**src/rtl/dot_mac.sv**
```systemverilog
// dot_mac -- pipelined signed Q8.8 multiply-accumulate (dot product) engine.
//
// Three-stage pipeline, one command per clock, no back-pressure:
//   S1 capture operands + command tag, S2 product (Q16.16 -> Q16.8),
//   S3 accumulate / clear / hold.
//
// Ports:
//   clk          rising-edge clock
//   reset        asynchronous active-high reset
//   A, B         Q8.8 signed operands, sampled when wrAddr == 1
//   wrAddr       command: 0 idle, 1 sample, 2 clear, 3-15 idle
//   result       registered Q8.8 result
//   result_valid one-cycle pulse when a sample updates result
//   count        samples since last clear, saturating
//   overflow     sticky range violation since last clear
//
// Build option: define DOT_MAC_SAT_EN to saturate result to signed DATA_W
// (saturation also sets overflow); otherwise result is acc truncated.
module dot_mac #(
  parameter int DATA_W = 16,
  parameter int FRAC_W = 8,
  parameter int ACC_W  = 24,
  parameter int CNT_W  = 8
) (
  input  logic              clk,
  input  logic              reset,
  input  logic [DATA_W-1:0] A,
  input  logic [DATA_W-1:0] B,
  input  logic [3:0]        wrAddr,
  output logic [DATA_W-1:0] result,
  output logic              result_valid,
  output logic [CNT_W-1:0]  count,
  output logic              overflow
);

  // product is computed wide enough for both the full product and the acc
  localparam int PW = (2*DATA_W > ACC_W) ? 2*DATA_W : ACC_W;

  typedef struct packed {
    logic smp;
    logic clr;
  } tag_t;

  tag_t               s1_tag, s2_tag;
  logic [DATA_W-1:0]  a_q, b_q;
  logic [ACC_W-1:0]   prod_q;
  logic [ACC_W-1:0]   acc;

  // ---------------- stage 1: capture ----------------
  always_ff @(posedge clk or posedge reset) begin
    if (reset) begin
      s1_tag <= '0;
      a_q    <= '0;
      b_q    <= '0;
    end else begin
      s1_tag.smp <= (wrAddr == 4'd1);
      s1_tag.clr <= (wrAddr == 4'd2);
      if (wrAddr == 4'd1 || wrAddr == 4'd2) begin
        a_q <= A;
        b_q <= B;
      end
    end
  end

  // ---------------- stage 2: multiply + rescale ----------------
  logic signed [PW-1:0] a_ext, b_ext, prod_ext;
  assign a_ext    = PW'($signed(a_q));
  assign b_ext    = PW'($signed(b_q));
  assign prod_ext = a_ext * b_ext;

  always_ff @(posedge clk or posedge reset) begin
    if (reset) begin
      s2_tag <= '0;
      prod_q <= '0;
    end else begin
      s2_tag <= s1_tag;
      // arithmetic shift floors toward -inf; cast drops to Q16.8 acc width
      prod_q <= ACC_W'(prod_ext >>> FRAC_W);
    end
  end

  // ---------------- stage 3: accumulate ----------------
  logic [ACC_W:0]     sum_w;
  logic [ACC_W-1:0]   acc_nxt;
  logic               acc_wrap;
  logic [DATA_W-1:0]  res_nxt;
  logic               ovf_evt;

  // one guard bit: signed overflow when the top two bits disagree
  assign sum_w    = {acc[ACC_W-1], acc} + {prod_q[ACC_W-1], prod_q};
  assign acc_nxt  = sum_w[ACC_W-1:0];
  assign acc_wrap = sum_w[ACC_W] ^ sum_w[ACC_W-1];

`ifdef DOT_MAC_SAT_EN
  logic sat_hi, sat_lo;
  // out of DATA_W range iff bits above the result sign bit are not all sign
  assign sat_hi = ~acc_nxt[ACC_W-1] &  (|acc_nxt[ACC_W-2:DATA_W-1]);
  assign sat_lo =  acc_nxt[ACC_W-1] & ~(&acc_nxt[ACC_W-2:DATA_W-1]);

  always_comb begin
    res_nxt = acc_nxt[DATA_W-1:0];
    if (sat_hi)      res_nxt = {1'b0, {(DATA_W-1){1'b1}}};
    else if (sat_lo) res_nxt = {1'b1, {(DATA_W-1){1'b0}}};
  end
  assign ovf_evt = acc_wrap | sat_hi | sat_lo;
`else
  assign res_nxt = acc_nxt[DATA_W-1:0];
  assign ovf_evt = acc_wrap;
`endif

  always_ff @(posedge clk or posedge reset) begin
    if (reset) begin
      acc          <= '0;
      result       <= '0;
      result_valid <= 1'b0;
      count        <= '0;
      overflow     <= 1'b0;
    end else begin
      result_valid <= 1'b0;
      if (s2_tag.clr) begin
        acc      <= '0;
        result   <= '0;
        count    <= '0;
        overflow <= 1'b0;
      end else if (s2_tag.smp) begin
        acc          <= acc_nxt;
        result       <= res_nxt;
        result_valid <= 1'b1;
        if (count != '1) count <= count + 1'b1;
        if (ovf_evt)     overflow <= 1'b1;
      end
    end
  end

endmodule

```
**config.mk**
```make
export PLATFORM = sky130hd
export DESIGN_NAME = dot_mac
export DESIGN_NICKNAME = d
export VERILOG_FILES = /design/src/rtl/dot_mac.sv
export SDC_FILE = /design/constraint.sdc
export NUM_CORES = 1
export LEC_CHECK = 0
export ABC_CLOCK_PERIOD_IN_PS = 12500
export BUFFER_PORTS_ARGS = -buffer_cell sky130_fd_sc_hd__buf_2
export CAP_MARGIN = 20
export CELL_PAD_IN_SITES_DETAIL_PLACEMENT = 1
export CELL_PAD_IN_SITES_GLOBAL_PLACEMENT = 1
export CORE_MARGIN = 1.5
export CORE_UTILIZATION = 50
export DETAILED_ROUTE_END_ITERATION = 8
export PLACE_DENSITY = 0.79
export SETUP_SLACK_MARGIN = 0.15
export SLEW_MARGIN = 20
export SYNTH_ARGS = -nofsm -noshare
export SYNTH_HDL_FRONTEND = slang
export SYNTH_SLANG_ARGS = --single-unit
```
**constraint.sdc**
```tcl
create_clock -name clk -period 12.5 [get_ports clk]
set_clock_uncertainty 0.15 [all_clocks]
set_input_delay 2.5 -clock clk [delete_from_list [all_inputs] [get_ports clk]]
set_output_delay 2.5 -clock clk [all_outputs]
set_load 0.02 [all_outputs]
```
==> impl_results.md <==
- Outcome: finished clean
- Post-synth top area share: 0.372
- Unique masters post-synth: 67
- Register area share after synthesis: 0.167
- Post-CTS sizing: 0
- Layout net count: 1,856
- Pre-antenna DRT Iters: 4
- GR Overflow Total: 0
- H-tree levels: 3
- Initial antenna violation count: 0
- TritonCTS clock tree: built
- F_max: roughly 150 MHz
- Rows: 61
- Post-route DRC: 0
- Synthesis Warnings: 0
- Synth Register Bits: 94
- # diodes: 0
- Drt total wl: 35,000 um
- Cts bufs inserted: 9
- Drt via density: 5.36
- Post-cts hold buffer count: 0
- Top cells by area, synth: fa_1 (37%), dfrtp_1 (17%), ha_1 (9.2%), inv_1 (8.2%), and2_1 (5.6%)
- Final worst path period share: 0.537
- WL/cell: about 19 um
- Clk slew on worst S/H paths: 80 ps
- Initial Utilization: 0.508
- Cells after synthesis: 1,435
- Ports: 64
- Area of the mapped netlist: 0.0141 sq mm
- Die H: 171 um
- I/O Buffers: between 60 and 70
- Normalized max-slew margin: 0.339
- Final setup vio count: 0
- Vias in the first global route: 11,400
- Deepest clock path buffer count: 2
- Final GP Congestion: 0.819
- Cell count of the worst hold path: 0
- Num Clock Sinks: 94
- Detail Route Antenna Nets: 0
- Final Hold Fails: 0
- Tot GR Track Use: 0.260
- Worst Hold Launch: s1_tag[1]
- Layout area overhead: 5.99%
- R2r startpoint: a_q[15]
- Core area: 0.0278 sq mm
- Pin count of the biggest net entering global routing: 74
- Max-Cap Viols: 0
- Commonest non-fill, non-tap cell in the layout: inv_1
- # Post-CTS Setup Buffers: 0
- Most frequent cells in the layout: inv_1 (306), fa_1 (262), nand2_1 (136), and2_1 (126), ha_1 (104)
- FF-to-FF path depth: 19
- Die Width: 171 um
- CP startpoint kind: register
- Slew Limit Fails: 0
- Via count: 9,828
- Largest area contributor in the netlist: fa_1
- RSZ-0062 raised after global routing: no
- Worst Setup SP: a_q[15]
- CTS Root Cell: clkbuf_16
- Worst skew pair latency: 380 ps
- Die area: 0.0292 sq mm
- Syn Area/Cell: 9.83 sq um
- Initial drt markers: 473
- Dpl hpwl: 27,700 um
- Critical path class: register to register
- Fin Setup TNS: 0 ps
- CP endpoint kind: register
- First-pass GRT wire length: 57,700 um
- Share of cells above drive strength 1: 0.0906
- Data arrival, critical path: 6810 ps
- Post-synthesis async set-or-reset flop share: 1.00
- EDFF count, synth: 0
- Worst hold path type: register to register
- Main synth FF type: dfrtp_1
- Crit path required time: between 10,000 and 15,000 ps
- Largest driver fanout on the critical path: 17
- Syn_nets: around 1,800
- Worst Tran Pin Value: 992 ps
- Crit path time final: 6710 ps
## cell usage after synthesis, drive strengths merged, types with 11 or more instances
cell / count
nand2: 136
nor3: 11
o21ai: 26
ha: 104
fa: 262
nor2: 60
mux2: 32
mux2i: 13
clkbuf: 44
and2: 128
inv: 307
dfrtp: 94
buf: 17
xnor2: 37
xor2: 16
a21oi: 32
nand3: 11
## cell type report
class | instances | area, sq um
fillers | 3169 | 12800
multi-input cells | 973 | 10300
flip-flops and latches | 94 | 2350
inverters | 307 | 1150
well taps | 378 | 473
repair buffers | 67 | 345
clock buffers | 9 | 225
clock inverters | 7 | 93.8
## registers in the layout (all words and copies together) (netlist names)
signal and cells:
a_q 16, acc 9, b_q 16, count 8, overflow 1, prod_q 24
result 15, result_valid 1, s1_tag 2, s2_tag 2
## metal layers
metal,wire length [um],vias to the layer above,GRT usage
met2,19100,168,0.475
met3,974,84,0.0303
li1,-,4403,-
met1,13500,5173,0.310
met5,0,-,0
met4,1350,0,0.111
## path summary, 6_finish.rpt
| path | endpoint | slack (ps) |
|---|---|---|
| max in group asynchronous | b_q[1] | 8990 |
| hold / removal | s2_tag[1] | 200 |
| setup reg to reg | prod_q[23] | 5790 |
| hold reg to reg | s2_tag[1] | 200 |
| min in group asynchronous | s2_tag[1] | 1910 |
| setup / recovery | prod_q[23] | 5790 |
## metrics by stage
| step | instance area (sq um) | worst slack, ps | util | hold slack, ps | instances |
|---|---|---|---|---|---|
| detailed placement | 14600 | 5830 | 0.526 | 189 | 1819 |
| global route | 14900 | 5340 | 0.538 | 209 | 1835 |
| finish | 14900 | 5790 | 0.538 | 199 | 1835 |
| CTS | 14900 | 5780 | 0.538 | 202 | 1835 |
| global placement | 14600 | 6020 | 0.526 | 183 | 1819 |
| floorplan | 14100 | 6360 | - | 181 | 1435 |
## kinds of logic after synthesis
group	count (synthesis)	synth area share
adders and majority gates	366	0.464
and+or+nand+nor	381	0.134
buffers and inverters	368	0.103
AOI/OAI and AO/OA	128	0.0648
xor gates and xnor gates	53	0.0329
muxes	45	0.0348
DFF	94	0.167
## worst max-delay path, stage by stage, from the launching register on
cell and delay, ps:
dfrtp_1 600, nand2_1 210, inv_1 100, fa_1 790, fa_1 520, fa_1 500, fa_1 500, fa_1 490
inv_1 50, fa_1 470, inv_1 40, ha_1 330, a21o_1 180, a21o_1 180, a21oi_1 190, nor2_1 80
a211oi_1 500, a21boi_2 200, o2111a_1 260, a211o_1 220
Power is not shown: default switching activity piles up to over one toggle a cycle in this logic, so the estimate is an artifact.
